$ cat config.mk
export PLATFORM = sky130hd
export DESIGN_NAME = seg_scan_ctrl
export DESIGN_NICKNAME = d
export VERILOG_FILES = /design/src/rtl/seg_scan_ctrl.sv
export SDC_FILE = /design/constraint.sdc
export NUM_CORES = 1
export LEC_CHECK = 0
export CAP_MARGIN = 0
export CORE_AREA = 2 2 59 61
export DETAILED_ROUTE_END_ITERATION = 10
export DIE_AREA = 0 0 61 63
export PLACE_DENSITY = 0.9
export SLEW_MARGIN = 20
export SYNTH_ARGS = -nofsm -noshare
export SYNTH_HDL_FRONTEND = slang
export SYNTH_SLANG_ARGS = --single-unit
$ cat constraint.sdc
create_clock -name clk -period 4.5 [get_ports clk]
set_clock_uncertainty 0.15 [all_clocks]
set_input_delay 0.9 -clock clk [delete_from_list [all_inputs] [get_ports clk]]
set_output_delay 0.9 -clock clk [all_outputs]
set_load 0.005 [all_outputs]
$ cat src/rtl/seg_scan_ctrl.sv
// -----------------------------------------------------------------------------
// seg_scan_ctrl
//   Two-digit multiplexed display scanner with a seat-select button.
//   A prescaler generates a scan tick every SCAN_DIV cycles; each tick flips
//   the active digit. In state mode the display shows {0, state_val}; while the
//   seat button is pressed, and for HOLD_TICKS scan ticks after release, it
//   shows {seat_hi, seat_lo}.
//
//   Optional feature macro: SEG_DEBOUNCE_EN
//     defined   -> button is debounced over DB_TICKS consecutive scan ticks
//     undefined -> synchronized button is used directly
//
// Ports
//   clk        in   sole clock, rising edge
//   rst        in   asynchronous active-high reset
//   state_val  in   [3:0] machine state nibble (state mode, low digit)
//   seat_hi    in   [3:0] seat number high digit
//   seat_lo    in   [3:0] seat number low digit
//   sel_btn    in   raw asynchronous seat-select button
//   digit_nib  out  [3:0] registered nibble for the 7-seg decoder
//   digit_sel  out  active digit, 1 = high, 0 = low
//   seat_mode  out  1 while the seat number is displayed
//   scan_tick  out  one-cycle pulse at each scan slot boundary
// -----------------------------------------------------------------------------
module seg_scan_ctrl #(
    parameter int SCAN_DIV   = 50000,
    parameter int DB_TICKS   = 20,
    parameter int HOLD_TICKS = 200
) (
    input  logic       clk,
    input  logic       rst,
    input  logic [3:0] state_val,
    input  logic [3:0] seat_hi,
    input  logic [3:0] seat_lo,
    input  logic       sel_btn,
    output logic [3:0] digit_nib,
    output logic       digit_sel,
    output logic       seat_mode,
    output logic       scan_tick
);

    localparam int PW = (SCAN_DIV > 1) ? $clog2(SCAN_DIV) : 1;
    localparam int HW = (HOLD_TICKS > 0) ? $clog2(HOLD_TICKS + 1) : 1;

    // Elaboration-time guard on parameter legality.
    if (SCAN_DIV < 2 || DB_TICKS < 0 || HOLD_TICKS < 0) begin : g_param_illegal
        $error("seg_scan_ctrl: illegal parameter value");
    end

    // ------------------------------------------------------------------
    // Prescaler: 0..SCAN_DIV-1, tick decoded from the terminal count.
    // ------------------------------------------------------------------
    logic [PW-1:0] pre_cnt;

    assign scan_tick = (pre_cnt == PW'(SCAN_DIV - 1));

    always_ff @(posedge clk or posedge rst) begin
        if (rst) begin
            pre_cnt <= '0;
        end else if (scan_tick) begin
            pre_cnt <= '0;
        end else begin
            pre_cnt <= pre_cnt + 1'b1;
        end
    end

    // ------------------------------------------------------------------
    // Button synchronizer
    // ------------------------------------------------------------------
    logic btn_m;
    logic btn_s;

    always_ff @(posedge clk or posedge rst) begin
        if (rst) begin
            btn_m <= 1'b0;
            btn_s <= 1'b0;
        end else begin
            btn_m <= sel_btn;
            btn_s <= btn_m;
        end
    end

    // ------------------------------------------------------------------
    // Button filter
    // ------------------------------------------------------------------
    logic btn_f;

`ifdef SEG_DEBOUNCE_EN
    localparam int DW     = (DB_TICKS > 0) ? $clog2(DB_TICKS + 1) : 1;
    // A zero/one tick requirement both mean "accept on the first differing tick".
    localparam int DB_LIM = (DB_TICKS > 1) ? DB_TICKS - 1 : 0;

    logic [DW-1:0] db_cnt;

    // db_cnt counts differing scan ticks already seen; the tick that would
    // reach DB_TICKS accepts the new level instead of counting further.
    always_ff @(posedge clk or posedge rst) begin
        if (rst) begin
            btn_f  <= 1'b0;
            db_cnt <= '0;
        end else if (btn_s == btn_f) begin
            db_cnt <= '0;
        end else if (scan_tick) begin
            if (db_cnt >= DW'(DB_LIM)) begin
                btn_f  <= btn_s;
                db_cnt <= '0;
            end else begin
                db_cnt <= db_cnt + 1'b1;
            end
        end
    end
`else
    assign btn_f = btn_s;
`endif

    // ------------------------------------------------------------------
    // Display mode FSM
    // ------------------------------------------------------------------
    typedef enum logic [1:0] {
        S_STATE = 2'd0,
        S_SEAT  = 2'd1,
        S_HOLD  = 2'd2
    } state_t;

    state_t        state;
    state_t        state_nxt;
    logic [HW-1:0] hold_cnt;
    logic [HW-1:0] hold_nxt;
    logic          sel_nxt;
    logic          mode_nxt;
    logic [3:0]    nib_nxt;

    always_comb begin
        state_nxt = state;
        hold_nxt  = hold_cnt;
        unique case (state)
            S_STATE: begin
                if (btn_f) state_nxt = S_SEAT;
            end
            S_SEAT: begin
                if (!btn_f) begin
                    state_nxt = S_HOLD;
                    hold_nxt  = HW'(HOLD_TICKS);
                end
            end
            S_HOLD: begin
                // Re-press wins over expiry so seat_mode never drops.
                if (btn_f) begin
                    state_nxt = S_SEAT;
                end else if (hold_cnt == '0) begin
                    state_nxt = S_STATE;
                end else if (scan_tick) begin
                    hold_nxt = hold_cnt - 1'b1;
                end
            end
            default: begin
                state_nxt = S_STATE;
                hold_nxt  = '0;
            end
        endcase
    end

    // digit_nib is computed from the post-edge select and mode so that
    // digit_nib, digit_sel and seat_mode all switch on the same edge.
    always_comb begin
        sel_nxt  = digit_sel ^ scan_tick;
        mode_nxt = (state_nxt != S_STATE);
        if (mode_nxt) begin
            nib_nxt = sel_nxt ? seat_hi : seat_lo;
        end else begin
            nib_nxt = sel_nxt ? 4'd0 : state_val;
        end
    end

    always_ff @(posedge clk or posedge rst) begin
        if (rst) begin
            state     <= S_STATE;
            hold_cnt  <= '0;
            seat_mode <= 1'b0;
            digit_sel <= 1'b0;
            digit_nib <= 4'd0;
        end else begin
            state     <= state_nxt;
            hold_cnt  <= hold_nxt;
            seat_mode <= mode_nxt;
            digit_sel <= sel_nxt;
            digit_nib <= nib_nxt;
        end
    end

endmodule

* Word-level counts from Yosys, hierarchy flattened
Index checks and enable logic that the tools add are counted.
** Operators by class
- $add $sub $neg :: 2
- Equal/unequal tests :: 7
- Multiplexer cells :: 14
- Bitwise logic cells :: 2
- Reduce and logical (&&, ||, !) cells :: 4
** Operators with widths (number)
- $mux 8 :: 4
- $pmux 8 s3 :: 1
- $add 16x1->16 const B :: 1
- $eq 16x16->1 const B :: 1
- $mux 16 :: 1
- $mux 4 :: 3
- $logic_not 8->1 :: 1
- $mux 2 :: 4
- $ne 2x2->1 const B :: 4
- $sub 8x1->8 const B :: 1
- $pmux 2 s3 :: 1
- $reduce_and 5->1 :: 1
- $eq 2x1->1 const B :: 1
- $eq 2x2->1 const B :: 1
- $logic_not 2->1 :: 1
- $reduce_bool 2->1 :: 1
- $not 1->1 :: 1
- $xor 1x1->1 :: 1
** Word-level totals
- Flip-flop bits (word level) :: 34
- Output and inout port bits :: 7
- Logic and storage cells :: 37

* Logic depth before layout (Yosys ltp)
Gate-level depths: netlist (run 1).
- Depth after elaboration :: 6
- Gate-level depth with buffers :: 9

* Worst setup path after synthesis (run 1)
Ideal clock, no wire load.
- Path kind :: reg-to-output
- Start :: register pre_cnt[5]
- End :: output scan_tick
- Arrival time :: 1666 ps
- Data required time :: 3450 ps
- Setup slack :: 1784 ps
- Cell stages (with the launch flop) :: 4
- Buffers on the path :: 1
- Path through :: dfrtp_1 > or4b_1 > nor4_4 > clkbuf_1
** On the way
- Cells in the longest elaborated chain, start to end :: 1
** Ends and longest elaborated chain
- start, declared :: RTL line 53 : logic [PW-1:0] pre_cnt;
- start signal, assigned :: RTL line 63 : pre_cnt <= pre_cnt + 1'b1;
- $eq 16x16->1 :: RTL line 55 : assign scan_tick = (pre_cnt == PW'(SCAN_DIV - 1));
- end, declared :: RTL line 39 : output logic scan_tick
Every way passes these cells.

* Worst setup path after layout (run 1)
- Start :: register pre_cnt[7]
- End :: output scan_tick
Same word-level chain as after synthesis.

==> results of run 1 <==
-- stage by stage --
| step | power [W] | util | hold slack [ns] | setup WS (ns) | instance area (sq um) |
|---|---|---|---|---|---|
| after floorplan | 0.000773 | - | 0.181 | 1.78 | 1810 |
| after global placement | 0.000896 | 0.642 | 0.186 | 1.65 | 2080 |
| after detailed placement | 0.000906 | 0.642 | 0.193 | 1.64 | 2080 |
| after CTS | 0.00119 | 0.675 | 0.219 | 1.23 | 2180 |
| after global routing | 0.00127 | 0.675 | 0.223 | 1.18 | 2180 |
| final | 0.00119 | 0.675 | 0.215 | 1.25 | 2180 |
-- sequential cells by signal, indices dropped and copies added (netlist names) --
name       count
btn_f          1
digit_sel      1
seat_mode      1
digit_nib      4
hold_cnt       8
btn_m          1
pre_cnt       16
state          2
-- routing by layer --
metal / vias to the layer above / share of wire / wire, um
met5: - / 0 / 0
met4: 0 / 0.019 / 70
met3: 9 / 0.036 / 129
met2: 33 / 0.53 / 1920
met1: 698 / 0.41 / 1500
li1: 704 / - / -
-- power by group through the flow --
stage | clock network (W) | registers (W) | logic [W]
after floorplan | 0 | 0.000396 | 0.000377
after global placement | 0 | 0.000397 | 0.000499
after detailed placement | 0 | 0.000401 | 0.000505
after CTS | 0.000291 | 0.000395 | 0.000509
after global routing | 0.000302 | 0.000402 | 0.000570
final | 0.000286 | 0.000394 | 0.000514
-- worst register-to-register path: cells and delay by family, from the launching register on --
family          cells  cell delay, ns
buf+inv             1            0.08
flops               1            0.40
fa+ha+maj           1            0.32
simple gates        2            0.89
compound gates      3            0.75
-- synthesized netlist by cell type (all sizes together) --
cell type	n
a211oi	1
a21boi	2
a21o	2
a21oi	4
a311oi	1
a31oi	1
a41o	1
and3	2
buf	1
clkbuf	3
clkinv	1
dfrtp	34
ha	7
inv	8
nand2	14
nand2b	3
nand3	8
nand3b	1
nand4	3
nand4b	1
nor2	15
nor2b	3
nor3	6
nor3b	1
nor4	2
o211ai	12
o21a	1
o21ai	17
o22ai	1
o31ai	5
or2	1
or3	1
or4	1
or4b	2
xnor2	6
xor2	8
-- cell type report --
type,count,area (sq um)
clock buffer,5,37.5
sequential,34,851
clock inverter,3,68.8
timing repair buffer,23,225
tap,46,57.6
fill,257,1050
inverter,9,35.0
multi-input combinational,133,907
-- logic make-up (layout without fill, tap and decap cells) --
kind of cell	after synthesis	after routing	share of synthesized area
adders and majority gates	7	7	0.0484
DFF	34	34	0.470
AOI/OAI and AO/OA	48	48	0.187
xor gates and xnor gates	14	14	0.0719
buffers and inverters	13	40	0.0283
and+or+nand+nor	64	64	0.194
-- path summary, 6_finish.rpt --
check / from / endpoint / cells after the start
worst min-delay path: btn_m / btn_f / 0
max in group asynchronous: rst / pre_cnt[0] / 3
min in group asynchronous: rst / pre_cnt[2] / 3
worst max register to register: state[0] / digit_nib[1] / 7
worst max-delay path: pre_cnt[7] / scan_tick / 3
worst min register to register: btn_m / btn_f / 0
==> run summary, run 1 <==
The die is 63 um tall. The number of setup buffers added after CTS came out at 0. The number of endpoints with negative hold slack in the final report is 0.

The detailed placement HPWL came out at 2590 um. The tree is rooted in a sky130_fd_sc_hd__clkbuf_4. met2 is the most crowded layer.

The normalized max-slew margin came out at 0.469. The largest single stage delay on the critical path is 0.56 ns. The type of the worst setup path is flip-flop to output port.

By area the synthesized netlist is led by sky130_fd_sc_hd__dfrtp_1 (47%), sky130_fd_sc_hd__ha_1 (4.8%), sky130_fd_sc_hd__o21ai_0 (3.9%), sky130_fd_sc_hd__xor2_1 (3.9%), sky130_fd_sc_hd__o211ai_1 (3.3%). The count of buffers inserted at the top-level ports came out at 21. The per-cell routed wire length is 14.3 um. Synthesis produced a netlist whose cell count is 180.

The final number of max-transition violations is 0. The starting density of the core is 0.560. The floorplan die area came out at 3840 sq um.

The overflow left after global routing is 0. The number of top-level pins is 22. Entering global routing, the biggest net connects 35 pins. The worst path buffer plus inverter count is 1. For met2 alone, demand over resource in global routing was 0.347.

The switching portion of total power is 0.372. TritonCTS built the clock tree. The summed instance area of the synthesized netlist is 1810 sq um. For met1 alone, demand over resource in global routing was 0.258. The count of placed standard cells including taps came out at 245. The synthesized design spends more area on one cell type than any other, namely sky130_fd_sc_hd__dfrtp_1. The number of nets in the synthesized netlist is 202. For the worst setup path, the data required time is 3.45 ns. The setup TNS after final layout came out at 0 ns. The H-tree generated during clock tree synthesis spans 2 levels.

The remaining antenna violation count after routing is 0. The mean number of vias per cell came out at 5.71. The met3 capacity usage during global routing came out at 0.0435.

The wire length of the first global-routing pass came out at 6070 um. The sequential-to-total area share from yosys stat came out at 0.470. Setup repair after global routing left no endpoint under its margin. At the end of routability-driven placement, the weighted congestion stood at 0.864. The worst path in the final design needs a cycle of 3.25 ns, including I/O delays and setup. The share of the clock period used by the worst path after layout came out at 0.722. The flow ran to the end, and the final reports show no timing, DRC or antenna violations. The largest delay contributor family on the critical path is simple AND/OR/NAND/NOR gates. The library cell used most frequently in the layout, excluding fill and tap cells, is sky130_fd_sc_hd__dfrtp_1. The clock slew at the register clock pins of the worst setup and hold paths is 0.12 ns. The total power per unit cell area came out at 547 nW/um^2. The number of buffers created by CTS came out at 5. The synthesis-to-layout area growth is 20.6%.

In the layout the commonest cells are sky130_fd_sc_hd__dfrtp_1 (34), sky130_fd_sc_hd__clkdlybuf4s50_1 (21), sky130_fd_sc_hd__nor2_1 (15), sky130_fd_sc_hd__o21ai_0 (14), sky130_fd_sc_hd__nand2_1 (14). The initial DRC count is 62. The horizontal extent of the die came out at 61 um. 0 antenna diodes ended up in the layout. The final standard cell count with taps included and fillers excluded came out at 253. Counting distinct cell types in the post-synthesis netlist gives 43. The fraction of power consumed by the clock network is 0.240. The total number of nets in the final design came out at 228. The insertion delay to the later sink of the worst-skew pair is 0.35 ns.

The average footprint of a synthesized cell came out at 10.1 sq um. The sequential share of power came out at 0.330. The worst setup path is captured at an output port. The largest individual stage delay along the critical path comes from the cell sky130_fd_sc_hd__or4b_4. The synthesis warning total is 0. The via count of the first global-routing pass came to 1410. The standard-cell row count is 21. The core region is 3230 sq um. The signal on the critical path passes through or4b_4 > nor4_4 > clkdlybuf4s50_1. The share of post-route cells with drive strength above 1 came out at 0.106. The path class of the tightest hold or removal check is flip-flop to flip-flop. The detailed-routing iteration count for the pre-antenna-repair pass is 4. The nature of the critical path startpoint is a flip-flop.

The via count came out at 1444. The synthesized flop and latch total is 34. The total of cells resized after clock tree synthesis is 0. The share of synthesized area in the top cell type comes to 0.470. The combinational group share of total power is 0.430. The arrival time at the worst endpoint came out at 2.20 ns.

The maximum number of buffers from clock root to sink is 2. The maximum vdd drop is 246 uV. The number of clock sinks seen by CTS came out at 34.

Setup violations remaining at the end of the flow were counted as 0. The maximum clock rate came out at 308 MHz. The pin slew with the least headroom to its limit is 0.793 ns. The worst reg-to-reg setup slack is 1.84 ns. The largest fanout on the critical path came out at 3.

The analysis attributes to cell leakage a power of 0.976 nW. Wires add up to 3620 um. The remaining design rule violation count came out at 0. The hold buffer count at cts is 0. In the global route stage, overall resource usage came out at 0.213. The switching power summed over all nets came out at 0.000444 W. The reported max-cap violation count came out at 0. The design internal power came out at 0.000750 W. The number of antenna violations at the first check in global routing came out at 0.
(Power assumes the default switching activity.)
==> run 2: changes to the inputs <==
--- a/config.mk
+++ b/config.mk
@@ -6,10 +6,10 @@
 export NUM_CORES = 1
 export LEC_CHECK = 0
 export CAP_MARGIN = 0
-export CORE_AREA = 2 2 59 61
+export CORE_AREA = 2 2 61 63
 export DETAILED_ROUTE_END_ITERATION = 10
-export DIE_AREA = 0 0 61 63
-export PLACE_DENSITY = 0.9
+export DIE_AREA = 0 0 63 65
+export PLACE_DENSITY = 0.85
 export SLEW_MARGIN = 20
 export SYNTH_ARGS = -nofsm -noshare
 export SYNTH_HDL_FRONTEND = slang
==> constraint.sdc (replaced) <==
create_clock -name clk -period 3.3 [get_ports clk]
set_clock_uncertainty 0.15 [all_clocks]
set_input_delay 0.66 -clock clk [delete_from_list [all_inputs] [get_ports clk]]
set_output_delay 0.66 -clock clk [all_outputs]
set_load 0.005 [all_outputs]
==> run 2 against run 1 <==
- sequential cell count did not move
- clock power fell by 27%
- global-route usage fell by 1.4 points
- final cell count rose by 0.79%
- combinational power rose by 38%
- first-iteration DRC count rose by 26%
- total power rose by 22%
- sequential share of layout area rose by 0.94 points
- via count fell by 2.2%
- largest cell class unchanged
==> run summary, run 2 (synthesis results as in run 1) <==
The run finished with clean final reports. Setup repair after global routing left no endpoint under its margin. The via count of the first global-routing pass came out at 1368.

The setup TNS after final layout is 0 ns. In this run the tightest slew margin relative to its limit is 0.568. The number of antenna violations at the first check in global routing came out at 0.

Counting both buffers and inverters, the worst setup path holds a total of 1. After clock tree synthesis, the clock-pin slew on the worst setup and hold paths is 0.09 ns. The register with the most flip-flops is pre_cnt. Leaving out fill and tap cells, the most frequent cells in the layout are sky130_fd_sc_hd__dfrtp_1 (34), sky130_fd_sc_hd__clkdlybuf4s50_1 (21), sky130_fd_sc_hd__nor2_1 (15), sky130_fd_sc_hd__o21ai_0 (14), sky130_fd_sc_hd__nand2_1 (14). In the finished design, the share of the clock period the worst path needs comes to 0.890.

After the first detailed-routing iteration, the DRC count stood at 78. The hold buffer count at cts is 0. Among all stages on the critical path, the largest delay is contributed by sky130_fd_sc_hd__clkdlybuf4s50_1. The post-place setup slack is 0.715 ns. The flip-flop count of the largest register after layout is 16. In the final design database the tool counted 229 nets. The largest net degree at the start of global routing came out at 22.

The master cell of the clock root buffer is sky130_fd_sc_hd__clkbuf_4. The maximum level of the CTS H-tree is 2. The standard-cell row count is 22. The number of inserted diodes is 0. From synthesis to final layout, the design area changed by 17.8%. Dividing the detail-routed via count by the number of cells gives 5.54. The leading cell type in the layout, fill and taps excluded is sky130_fd_sc_hd__dfrtp_1. The leakage power of the design is 0.951 nW. The post-route minimum period came out at 2.94 ns. TritonCTS built the clock tree. The starting density of the core is 0.518. The final RePlAce weighted congestion came out at 0.892. The register area is 851 sq um.

The largest fanout on the critical path is 6. The maximum vdd drop came out at 225 uV. Clock tree synthesis found a total of 34 sinks. The final-layout fill cell count came out at 302.

The worst setup path is of the flip-flop to output port kind. The largest delay contributor family on the critical path is simple AND/OR/NAND/NOR gates. The number of setup buffers added after CTS is 0. The total of cells resized after clock tree synthesis is 0. In the global route stage, overall resource usage came out at 0.199. The end-of-flow core utilization is 0.610. Summing internal, switching and leakage power gives 0.00146 W. The die outline height came out at 65 um.

The overflow left after global routing is 0. The via count is 1412. The nature of the critical path startpoint is a flip-flop.

The final setup slack of the worst path came out at 0.361 ns. The remaining design rule violation count is 0. The total power per unit cell area came out at 685 nW/um^2. The detailed-routing iteration count for the pre-antenna-repair pass came out at 5. The final number of max-transition violations came out at 0. The region available for standard cell placement spans 3500 sq um. The number of endpoints with negative hold slack in the final report is 0.

The routed wire length is 3600 um. The path category of the worst min-delay check is flip-flop to flip-flop. The area of combinational cells with multiple inputs is 907 sq um.

In the final layout, the registers with the most flip-flops are pre_cnt: 16 flops, hold_cnt: 8 flops, digit_nib: 4 flops. In the final routed layout, each cell accounts on average for 14.1 um. For this run, the slowest stage of the critical path takes 0.54 ns. Walking the worst path, the cells encountered are ha_1 > nand3_1 > nor4_4 > clkdlybuf4s50_1.

Setup violations remaining at the end of the flow were counted as 0. The count of buffers inserted at the top-level ports came out at 21. The horizontal extent of the die came out at 63 um. The worst setup path is captured at an output port.

The final hold slack is 0.218 ns. The number of top-level pins is 22. The maximum clock rate is 340 MHz. The pin slew with the least headroom to its limit is 0.642 ns.

The wire length of the first global-routing pass came out at 6180 um. The arrival time at the worst endpoint is 2.13 ns. The reported max-cap violation count came out at 0. The number of buffers created by CTS is 5.

The detailed placement HPWL came out at 2670 um. The insertion delay to the later sink of the worst-skew pair is 0.34 ns. The share of post-route cells with drive strength above 1 is 0.0966. The required time at the worst-slack endpoint is 2.49 ns. The remaining antenna violation count after routing is 0. The die covers 4100 sq um. Counting along the longest clock path gives a buffer depth of 2.
[run 2: cell types whose count changed in the layout (fill, tap and decap cells not counted), sizes merged]
cell    delta
clkinv     -1
buf        +1
bufinv     -2
clkbuf     +2
[run 2: cell type report]
class / count / share of cell area
multi-input cells: 133 / 0.426
flip-flops and latches: 34 / 0.399
repair buffers: 24 / 0.109
well taps: 48 / 0.0282
clock buffers: 7 / 0.0211
inverters: 9 / 0.0164
[run 2: through the flow]
| stage | instance area, sq um | std cells |
|---|---|---|
| 3_3_place_gp | 2090 | 248 |
| 6_report | 2130 | 255 |
| 5_1_grt | 2130 | 255 |
| 3_5_place_dp | 2090 | 248 |
| 4_1_cts | 2130 | 255 |
| 2_1_floorplan | 1810 | 180 |
[run 2: path summary, 6_finish.rpt]
kind / startpoint / endpoint / slack [ns] / depth (start not counted)
max: pre_cnt[0] / scan_tick / 0.36 / 4
min: btn_m / btn_f / 0.22 / 0
max reg2reg: state[0] / digit_nib[1] / 0.72 / 7
min reg2reg: btn_m / btn_f / 0.22 / 0
max in group asynchronous: rst / hold_cnt[0] / 1.84 / 3
min in group asynchronous: rst / digit_sel / 0.50 / 2
[run 2: metal layers]
layer | global-route usage | up-vias | wire [um]
li1 | - | 702 | -
met1 | 0.248 | 663 | 1590
met2 | 0.330 | 42 | 1800
met3 | 0.0538 | 5 | 171
met4 | 0.0778 | 0 | 40
met5 | 0 | - | 0
[run 2: worst reg2reg max path: cells and delay by family, from the launching register on]
| family | cells | cell delay (ns) |
|---|---|---|
| simple gates | 2 | 0.85 |
| compound gates | 3 | 0.73 |
| fa+ha+maj | 1 | 0.33 |
| flops | 1 | 0.38 |
| buf+inv | 1 | 0.08 |
[run 2: power by group]
part	internal (W)	leakage, nW	switching (W)
Combinational	0.000305	0.485	0.000406
Clock	0.0000803	0.0254	0.000129
Sequential	0.000490	0.441	0.0000488
Total	0.000875	0.951	0.000584
==> run 3: changes to the inputs <==
--- a/config.mk
+++ b/config.mk
@@ -6,10 +6,10 @@
 export NUM_CORES = 1
 export LEC_CHECK = 0
 export CAP_MARGIN = 0
-export CORE_AREA = 2 2 61 63
+export CORE_AREA = 2 2 71 73
 export DETAILED_ROUTE_END_ITERATION = 10
-export DIE_AREA = 0 0 63 65
-export PLACE_DENSITY = 0.85
+export DIE_AREA = 0 0 73 75
+export PLACE_DENSITY = 0.68
 export SLEW_MARGIN = 20
 export SYNTH_ARGS = -nofsm -noshare
 export SYNTH_HDL_FRONTEND = slang
==> run 3 against run 2 <==
- sequential share of layout area is 1.3 points lower
- sequential power hardly changed
- critical path depth is 1 lower
- global-route usage is 5.6 points lower
- worst setup slack better by 0.031 ns
- non-clock buffer count stayed put
- sequential cell count stayed put
- hold slack worse by 0.0041 ns
- first-iteration DRC count is 68% higher
- register-to-register slack hardly changed
- routed wire length is 0.22% higher
- clock power is 80% higher
- largest cell class unchanged
- largest power group unchanged
==> run summary, run 3 (synthesis results as in run 1) <==
The flip-flop count of the largest register after layout is 16. The total number of nets in the final design is 229. The most critical setup path has its endpoint at scan_tick. The final setup slack of the worst path came out at 0.392 ns. The final number of max-transition violations came out at 0. The worst path buffer plus inverter count is 1. The H-tree was split into 2 levels. The endpoint identified for the worst register-to-register timing path is digit_nib[2]. The final hold slack came out at 0.214 ns. The hold buffer count at cts came out at 0.

The cell depth of the worst setup path came out at 3. The floorplan die area came out at 5480 sq um. The mean number of vias per cell is 5.37.

The combinational group share of total power came out at 0.438. Setup repair after global routing left no endpoint under its margin. The setup TNS after final layout is 0 ns.

The final RePlAce weighted congestion came out at 0.844. The number of clock sinks seen by CTS came out at 34. The routed wire length is 3610 um. The standard-cell row count is 25. The die outline height is 75 um.

The total power per unit cell area is 739 nW/um^2. The arrival time at the worst endpoint came out at 2.10 ns. The detailed-routing iteration count for the pre-antenna-repair pass came out at 4. For this design the total switching power over the nets is 0.000610 W.

The worst setup path is of the flip-flop to output port kind. The core region is 4660 sq um. The end-of-flow core utilization is 0.472.

The starting density of the core came out at 0.388. CTS placed an instance of sky130_fd_sc_hd__clkbuf_8 at the clock tree root. The tool flagged a number of max-cap violations equal to 0. After clock tree synthesis, the clock-pin slew on the worst setup and hold paths is 0.08 ns.

The number of buffers created by CTS came out at 5. The maximum vdd drop is 274 uV. In this run the remaining antenna-violating nets after routing total 0. The sequential share of power came out at 0.329. Leaving out fill and tap cells, the most frequent cell in the layout is sky130_fd_sc_hd__dfrtp_1. The number of inserted diodes is 0.

The count of buffers inserted at the top-level ports is 21. The design internal power came out at 0.00102 W. The largest registers in the layout are pre_cnt: 16 flops, hold_cnt: 8 flops, digit_nib: 4 flops.

The horizontal extent of the die is 73 um. The number of cells on the worst reg-to-reg path came out at 7. The synthesis-to-layout area growth came out at 21.7%. OpenSTA, run right after detailed placement, puts the worst setup slack at 0.710 ns. The via count of the first global-routing pass is 1335.

The detailed placement HPWL is 2510 um. STA classifies the critical path endpoint as an output port. In the final routed layout, each cell accounts on average for 13.8 um. In this run the tightest slew margin relative to its limit is 0.548. The kind of cell with the highest combined delay along the critical path is simple AND/OR/NAND/NOR gates.

The insertion delay to the later sink of the worst-skew pair is 0.29 ns. The TritonCTS clock tree is built. The overflow left after global routing came out at 0. The switching portion of total power came out at 0.375. Leaving out fill and tap cells, the most frequent cells in the layout are sky130_fd_sc_hd__dfrtp_1 (34), sky130_fd_sc_hd__clkdlybuf4s50_1 (21), sky130_fd_sc_hd__nor2_1 (15), sky130_fd_sc_hd__o21ai_0 (14), sky130_fd_sc_hd__nand2_1 (14). The leakage power of the design is 0.984 nW.

The worst reg-to-reg setup slack came out at 0.72 ns. Setup violations remaining at the end of the flow were counted as 0. The post-route minimum period came out at 2.91 ns.

The run finished with clean final reports. The maximum clock rate came out at 344 MHz. The startpoint of the most critical setup path is pre_cnt[5]. In the finished design, the share of the clock period the worst path needs comes to 0.881. The required time at the worst-slack endpoint is 2.49 ns. The share of post-route cells with drive strength above 1 came out at 0.111.

The first global-routing pass estimated 6000 um of wire. The remaining design rule violation count came out at 0. In this run the worst path has a maximum fanout of 5. At the pin with the least slew margin, the transition time is 0.671 ns.

Of the total power, the clock network draws 0.233. The number of setup buffers added after CTS came out at 0. The path category of the worst min-delay check is flip-flop to flip-flop. The total of cells resized after clock tree synthesis came out at 0. The initial DRC count came out at 131. The maximum number of buffers from clock root to sink came out at 2. The critical path goes through or4b_1 > nor4_4 > clkdlybuf4s50_1. In this run the count of I/O pins placed on the die edge is 22. The via count is 1406.

Entering global routing, the biggest net connects 35 pins. The number of endpoints with negative hold slack in the final report is 0. Across every metal layer, demand over resource in global routing totals 0.143. The worst setup path is launched from a flip-flop. The slowest stage of the critical path belongs to the cell sky130_fd_sc_hd__or4b_1. The number of antenna violations at the first check in global routing came out at 0.

The register with the most flip-flops is pre_cnt. The maximum single-stage delay on the critical path came out at 0.59 ns. The startpoint of the lowest-slack register-to-register path is state[0].
==> run 3: cell count changes in the layout (fill, tap and decap cells not counted) <==
| cell | change |
|---|---|
| sky130_fd_sc_hd__bufinv_16 | +1 |
| sky130_fd_sc_hd__clkbuf_1 | -2 |
| sky130_fd_sc_hd__clkbuf_4 | -5 |
| sky130_fd_sc_hd__clkbuf_8 | +5 |
| sky130_fd_sc_hd__clkinv_2 | +2 |
==> run 3: how the worst min path moves through the flow <==
| stage | from | end | slack [ns] | cells after the start |
|---|---|---|---|---|
| after floorplan | btn_m | btn_f | 0.18 | 0 |
| after global placement | btn_m | btn_f | 0.18 | 0 |
| after detailed placement | btn_m | btn_f | 0.19 | 0 |
| after CTS | btn_m | btn_f | 0.22 | 0 |
| after global routing | btn_m | btn_f | 0.23 | 0 |
| final | btn_m | btn_f | 0.21 | 0 |
==> run 3: power groups by stage <==
| stage | registers, W | logic [W] | clock network [W] |
|---|---|---|---|
| 3_3_place_gp | 0.000543 | 0.000699 | 0 |
| 2_1_floorplan | 0.000539 | 0.000514 | 0 |
| 5_1_grt | 0.000546 | 0.000791 | 0.000401 |
| 4_1_cts | 0.000537 | 0.000708 | 0.000388 |
| 6_report | 0.000536 | 0.000712 | 0.000379 |
| 3_5_place_dp | 0.000545 | 0.000700 | 0 |
==> run 3: final cells by class <==
class                      count  area [sq um]
timing repair buffer          24           233
clock inverter                 3          40.0
sequential                    34           851
multi-input combinational    133           907
clock buffer                   5          68.8
inverter                       9          35.0
fill                         419          2460
tap                           54          67.6
==> run 3: metrics by stage <==
stage | cells | total power [W] | cell area, sq um
after floorplan | 180 | 0.00105 | 1810
after global placement | 254 | 0.00124 | 2090
after detailed placement | 254 | 0.00125 | 2090
after CTS | 262 | 0.00163 | 2200
after global routing | 262 | 0.00174 | 2200
final | 262 | 0.00163 | 2200
==> run 3: metal layers <==
layer	GRT usage	vias up	routed length, um
li1	-	698	-
met1	0.181	655	1690
met2	0.234	46	1740
met3	0.0415	7	137
met4	0.0514	0	46
met5	0	-	0
